## src/rtl/fp_op_arbiter.sv

```systemverilog
// Two-requester arbiter sharing one FP adder and one FP multiplier, with a
// reservation shift register that keeps completions from colliding on the result bus.
// Define FP_OP_ARBITER_ROUND_ROBIN_EN for round-robin arbitration; the default is fixed priority to req0.
module fp_op_arbiter #(
   parameter int ADD_LAT = 7,
   parameter int MUL_LAT = 5
) (
   input  logic        clk,
   input  logic        program_resetn,
   input  logic        req0,
   input  logic        req1,
   input  logic        op0,
   input  logic        op1,
   input  logic [31:0] a0,
   input  logic [31:0] b0,
   input  logic [31:0] a1,
   input  logic [31:0] b1,
   output logic        gnt0,
   output logic        gnt1,
   output logic        done0,
   output logic        done1,
   output logic [31:0] result,
   output logic [31:0] adder_data_a,
   output logic [31:0] adder_data_b,
   input  logic [31:0] adder_out,
   output logic [31:0] multiplier_data_a,
   output logic [31:0] multiplier_data_b,
   input  logic [31:0] multiplier_out,
   output logic        busy
);

   localparam int MAX_LAT  = (ADD_LAT > MUL_LAT) ? ADD_LAT : MUL_LAT;
   localparam int DEPTH    = MAX_LAT + 1;
   localparam int ADD_SLOT = ADD_LAT + 1;
   localparam int MUL_SLOT = MUL_LAT + 1;

   // Slot i describes the operation completing i cycles from now; slot 0 completes this cycle.
   logic [DEPTH-1:0] slot_valid_reg, slot_owner_reg, slot_op_reg;
   logic [DEPTH-1:0] slot_valid_next, slot_owner_next, slot_op_next;
   logic [DEPTH:0]   valid_ext;
   logic             last_gnt_reg;
   logic [31:0]      result_reg;

   logic        add_free, mul_free;
   logic        grantable0, grantable1, pick1;
   logic        gnt_any, gnt_op;
   logic [31:0] gnt_a, gnt_b;
   logic        done_any;

   // The slot a new grant claims is checked before this cycle's shift, hence index LAT+1;
   // the extra top bit is always free for the longest-latency unit.
   assign valid_ext = {1'b0, slot_valid_reg};
   assign add_free  = ~valid_ext[ADD_SLOT];
   assign mul_free  = ~valid_ext[MUL_SLOT];

   assign grantable0 = program_resetn & req0 & (op0 ? mul_free : add_free);
   assign grantable1 = program_resetn & req1 & (op1 ? mul_free : add_free);

`ifdef FP_OP_ARBITER_ROUND_ROBIN_EN
   assign pick1 = grantable1 & (~grantable0 | ~last_gnt_reg);
`else
   assign pick1 = grantable1 & ~grantable0;
`endif

   assign gnt1    = pick1;
   assign gnt0    = grantable0 & ~pick1;
   assign gnt_any = gnt0 | gnt1;
   assign gnt_op  = gnt1 ? op1 : op0;
   assign gnt_a   = gnt1 ? a1 : a0;
   assign gnt_b   = gnt1 ? b1 : b0;

   for (genvar gi = 0; gi < DEPTH; gi++) begin : g_slot
      logic shift_valid, shift_owner, shift_op, hit;
      if (gi == DEPTH - 1) begin : g_top
         assign shift_valid = 1'b0;
         assign shift_owner = 1'b0;
         assign shift_op    = 1'b0;
      end else begin : g_mid
         assign shift_valid = slot_valid_reg[gi+1];
         assign shift_owner = slot_owner_reg[gi+1];
         assign shift_op    = slot_op_reg[gi+1];
      end
      assign hit = gnt_any & (gnt_op ? (gi == MUL_LAT) : (gi == ADD_LAT));
      assign slot_valid_next[gi] = hit | shift_valid;
      assign slot_owner_next[gi] = hit ? gnt1 : shift_owner;
      assign slot_op_next[gi]    = hit ? gnt_op : shift_op;
   end

   assign done0    = slot_valid_reg[0] & ~slot_owner_reg[0];
   assign done1    = slot_valid_reg[0] & slot_owner_reg[0];
   assign done_any = slot_valid_reg[0];
   assign busy     = |slot_valid_reg;
   assign result   = done_any ? (slot_op_reg[0] ? multiplier_out : adder_out) : result_reg;

   always_ff @(posedge clk or negedge program_resetn) begin
      if (!program_resetn) begin
         slot_valid_reg    <= '0;
         slot_owner_reg    <= '0;
         slot_op_reg       <= '0;
         last_gnt_reg      <= 1'b1;
         result_reg        <= '0;
         adder_data_a      <= '0;
         adder_data_b      <= '0;
         multiplier_data_a <= '0;
         multiplier_data_b <= '0;
      end else begin
         slot_valid_reg <= slot_valid_next;
         slot_owner_reg <= slot_owner_next;
         slot_op_reg    <= slot_op_next;
         result_reg     <= result;
         if (gnt0) begin
            last_gnt_reg <= 1'b0;
         end else if (gnt1) begin
            last_gnt_reg <= 1'b1;
         end
         if (gnt_any && !gnt_op) begin
            adder_data_a <= gnt_a;
            adder_data_b <= gnt_b;
         end
         if (gnt_any && gnt_op) begin
            multiplier_data_a <= gnt_a;
            multiplier_data_b <= gnt_b;
         end
      end
   end

endmodule

```

## config.mk

```make
export PLATFORM = sky130hd
export DESIGN_NAME = fp_op_arbiter
export DESIGN_NICKNAME = d
export VERILOG_FILES = /design/src/rtl/fp_op_arbiter.sv
export SDC_FILE = /design/constraint.sdc
export NUM_CORES = 1
export LEC_CHECK = 0
export ABC_CLOCK_PERIOD_IN_PS = 2100
export CAP_MARGIN = 10
export CORE_MARGIN = 3
export CORE_UTILIZATION = 41
export DETAILED_ROUTE_END_ITERATION = 8
export GPL_ROUTABILITY_DRIVEN = 0
export PLACE_DENSITY = 0.8
export SKIP_LAST_GASP = 1
export SLEW_MARGIN = 20
export SYNTH_ARGS = -nofsm -noshare
export SYNTH_HDL_FRONTEND = slang
export SYNTH_SLANG_ARGS = --single-unit
```

## constraint.sdc

```tcl
create_clock -name clk -period 2.1 [get_ports clk]
set_clock_uncertainty 0.1 [all_clocks]
set_input_delay 0.21 -clock clk [delete_from_list [all_inputs] [get_ports clk]]
set_output_delay 0.21 -clock clk [all_outputs]
set_load 0.005 [all_outputs]
```

After elaboration in Yosys (flattened, before gate mapping)
Index checks and enable logic that the tools add are counted.
- bits in registers: 184
- output and inout port bits: 165
- mux-type cells: 13
- bitwise gates (word level): 16
- reductions and logical operators: 4
- operator list (cell ; number):
    $mux W32 ; 4
    $and A1 B1 Y1 ; 10
    $mux W1 ; 9
    $reduce_or A8 Y1 ; 1
    $not A1 Y1 ; 4
    $logic_and A1 B1 Y1 ; 2
    $or A1 B1 Y1 ; 2
    $logic_not A1 Y1 ; 1

Logic depth before layout (Yosys ltp)
- depth in word-level cells: 10
- mapped depth: 6
- mapped depth without buffers: 4

Worst setup path before layout
OpenSTA, ideal clock, no wires.
- path kind: flip-flop to flip-flop
- start point: register slot_valid_reg[6]
- end point: register multiplier_data_a[24]
- setup time: 0.137 ns
- arrival time: 1.498 ns
- setup slack: 0.365 ns
- cell stages (with the launch flop): 7
- buffers on the path: 2
- clock period less this slack: 1.735 ns
- path through: dfrtp_1 -> nand2_1 -> a221oi_1 -> buf_4 -> buf_6 -> mux2i_1 -> a21oi_1
- cells in the longest elaborated chain, start to end: 9
- elaborated cells between the ends (all ways): 13
- RTL lines (item ; RTL line ; RTL):
    start, declared ; 38 ; logic [DEPTH-1:0] slot_valid_reg, slot_owner_reg, slot_op_reg;
    start signal, assigned ; 107 ; slot_valid_reg <= slot_valid_next;
    $not A1 Y1 (*) ; 54 ; assign mul_free = ~valid_ext[MUL_SLOT];
    $mux W1 ; 56 ; assign grantable0 = program_resetn & req0 & (op0 ? mul_free : add_free);
    $and A1 B1 Y1 ; 56 ;
    $not A1 Y1 ; 62 ; assign pick1 = grantable1 & ~grantable0;
    $and A1 B1 Y1 ; 62 ;
    $not A1 Y1 ; 66 ; assign gnt0 = grantable0 & ~pick1;
    $and A1 B1 Y1 ; 66 ;
    $or A1 B1 Y1 ; 67 ; assign gnt_any = gnt0 | gnt1;
    $logic_and A1 B1 Y1 ; 120 ; if (gnt_any && gnt_op) begin
    end signal, assigned ; 121 ; multiplier_data_a <= gnt_a;
    end, declared ; 26 ; output logic [31:0] multiplier_data_a,
Mark *: on every way between the ends. The rest lies on a longest branch, timed or not.
A chain may end at the register's enable or synchronous reset.

Worst setup path after layout
- start point: register slot_op_reg[0]
- end point: output result[18]
- cells in the longest elaborated chain, start to end: 2
- RTL lines (item ; RTL line ; RTL):
    start, declared ; 38 ;
    start signal, assigned ; 109 ; slot_op_reg <= slot_op_next;
    $mux W32 (2 in a row) ; 93 ; assign result = done_any ? (slot_op_reg[0] ? multiplier_out : adder_out) : result_reg;
    end, declared ; 22 ; output logic [31:0] result,
No other way between the ends.

==> results.sh <==
export IMPL_outcome="finished with violations"
export IMPL_violations="negative hold slack, negative setup slack"
export IMPL_maxSlewViolCount=0
export IMPL_cts_tree="done"
export IMPL_die_area_sq_um=20200
export IMPL_cts_buffer_depth=2
export IMPL_routed_wl_um=22800
export IMPL_synthesis_instances=663
export IMPL_port_buffers=362
export IMPL_synth_seq_cells=184
export IMPL_leakage_nw=5.87
export IMPL_critPathLaunchType="flip-flop"
export IMPL_ios=363
export IMPL_cts_sinks=184
export IMPL_clockRootBuffer="clkbuf_16"
export IMPL_min_path_type="primary input to asynchronous set/reset pin"
export IMPL_path_max_fanout=13
export IMPL_cap_violations=0
export IMPL_final_nets=1252
export IMPL_track_usage_pct=21.9
export IMPL_tightest_slew_ns=0.968
export IMPL_rsz0062_at_grt="true"
export IMPL_grt_ovfl_total=0
export IMPL_initial_utilization_pct=42.1
export IMPL_dp_cells=1242
export IMPL_synth_nets=861
export IMPL_post_route_min_period_ns=2.11
export IMPL_synthArstFlopShare_pct=100
export IMPL_core_area_sq_um=18100
export IMPL_synth_cell_type_count=22
export IMPL_synth_edf_count=0
export IMPL_syn2layout_area_growth_pct=65.5
export IMPL_fp_dieH_um=142
export IMPL_grt_max_degree=185
export IMPL_layout_cells_non_filler=1296
export IMPL_setup_viol=2
export IMPL_grt_pass1_wl_um=34300
export IMPL_syn_avg_cell_area_sq_um=11.5
export IMPL_drtIter0Drc=209
export IMPL_cts_made_buffers=17
export IMPL_htreeDepth=4
export IMPL_dr_pass1_iters=4
export IMPL_diodes=0
export IMPL_netlist_top_cells_area="dfrtp_1 60%, mux2i_1 21%, a21oi_1 6.4%"
export IMPL_dpl_instance_area_sq_um=11700
export IMPL_nFillCells=1327
export IMPL_die_w_um=142
export IMPL_viasPerCell=4.79
export IMPL_row_count=49
export IMPL_ir_worst_vdd_mv=0.524
export IMPL_wl_per_cell_um=17.6
export IMPL_syn_area_sq_um=7610
export IMPL_antenna_found_initial=0
export IMPL_vias=6202
export IMPL_first_global_vias=6551
export IMPL_cts_clk_slew_worst_paths_ns=0.07
export IMPL_ys_warn_count=0
export IMPL_layout_drive_gt1_share_pct=9.37
export IMPL_fin_crit_sh_pct=101
export IMPL_hold_slack_ns=-0.0546
export IMPL_crit_arrival_ns=1.80
export IMPL_required_ns=1.79
export IMPL_dp_hpwl_um=16300
export IMPL_synth_top_cell_area_share_pct=60.5
export IMPL_powerDensity_nw_per_um2=879
export IMPL_drtAntennaViolNets=0
export IMPL_drc=0
export IMPL_post_place_ws_ns=-0.0302
export IMPL_fin_ws_ns=-0.0113
export IMPL_max_freq_mhz=474
export IMPL_path_class="flip-flop to primary output"
export IMPL_relSlewSlack_pct=35.5
export IMPL_p_total_w=0.0111
export IMPL_yosysTopAreaCell="dfrtp_1"
export IMPL_timing_hold_violations_final=81
export IMPL_fin_area_sq_um=12600
export IMPL_synthFlopType="dfrtp_1"
export IMPL_clk_latency_ns=0.42
export IMPL_synth_seq_area_share_pct=60.5
export IMPL_endpoint_kind="primary output"
-- final cells by class --
type | count | area (sq um) | share of cell area, %
Clock buffer | 19 | 453 | 3.59
Clock inverter | 13 | 158 | 1.25
Inverter | 65 | 244 | 1.94
Multi-Input combinational cell | 375 | 2670 | 21.1
Sequential cell | 184 | 4610 | 36.6
Tap cell | 229 | 287 | 2.27
Timing Repair Buffer | 411 | 4190 | 33.2
-- through the flow --
| step | util, % | setup TNS, ns | hold WS [ns] |
|---|---|---|---|
| global route | 69.7 | -0.795 | 0.0436 |
| CTS | 69.0 | -0.788 | 0.0133 |
| global placement | 64.9 | -0.00653 | 0.231 |
| detailed placement | 64.9 | -0.230 | 0.235 |
| finish | 69.7 | -0.0179 | -0.0546 |
| floorplan | - | 0 | -0.186 |
-- path summary, 6_finish.rpt --
kind / endpoint / cells past startpoint / slack [ns] / startpoint
worst max-delay path: result[18] / 5 / -0.01 / slot_op_reg[0]
worst min-delay path: slot_valid_reg[6] / 2 / -0.05 / program_resetn
worst max register to register: adder_data_a[14] / 7 / 0.09 / slot_valid_reg[6]
worst min register to register: slot_op_reg[0] / 0 / 0.24 / slot_op_reg[1]
max in group asynchronous: adder_data_a[1] / 2 / 1.25 / program_resetn
min in group clk: slot_owner_reg[5] / 3 / 0.11 / program_resetn
-- critical path, cell delays in order, from the launching register on --
cell and delay (ns):
dfrtp_2 0.43, buf_4 0.15, clkbuf_16 0.18, mux2i_1 0.23, a21oi_1 0.11, dlygate4sd2_1 0.28
-- kinds of logic (layout without fill, tap and decap cells) --
group	after synthesis	in the layout	share of synthesized area [%]
muxes	160	160	21.0
other	1	1	0.0493
and+or+nand+nor	114	114	6.08
AOI/OAI and AO/OA	100	100	6.62
DFF	184	184	60.5
buffers and inverters	104	508	5.74
-- where the power goes --
part / internal (W) / leakage [nW] / switching, W / total [W]
combinational: 0.00195 / 3.48 / 0.00122 / 0.00318
sequential: 0.00424 / 2.09 / 0.000361 / 0.00460
clock: 0.00186 / 0.297 / 0.00144 / 0.00330
total: 0.00806 / 5.87 / 0.00302 / 0.0111
-- cell usage after synthesis, types with 2 or more instances --
master	number
a21oi_1	98
buf_1	4
buf_2	10
buf_6	4
clkbuf_1	20
dfrtp_1	184
inv_1	65
mux2i_1	160
nand2_1	4
nor2_1	97
nor2b_1	4
nor4_1	2
or2_2	2
-- cell usage in the layout, fill, tap and decap left out, drive strengths merged, types with 2 or more instances in the layout --
master and instances:
clkdlybuf4s50 327, dfrtp 184, mux2i 160, a21oi 98
nor2 97, inv 72, buf 47, dlygate4sd2 27
clkbuf 22, dlymetal6s2s 7, nor2b 4, nand2 4
or2 2, nor4 2, clkinvlp 2, bufinv 2
clkinv 2
-- per-layer routing --
layer  global-route usage (%)  part of all wire, %  vias up
met4                     7.73                  2.1        0
li1                         -                    -     2975
met2                     37.9                   51      262
met3                     7.59                  9.4       32
met5                        0                    0        -
met1                     25.2                   37     2933
-- timing repair --
action	CTS	global route
gates resized for setup	38	11
endpoints found under the setup margin	34	9
setup buffers	14	5
pin swaps	21	6
gates cloned	1	2
hold buffers	0	0
Note: power is estimated with default switching activity, not from simulation.
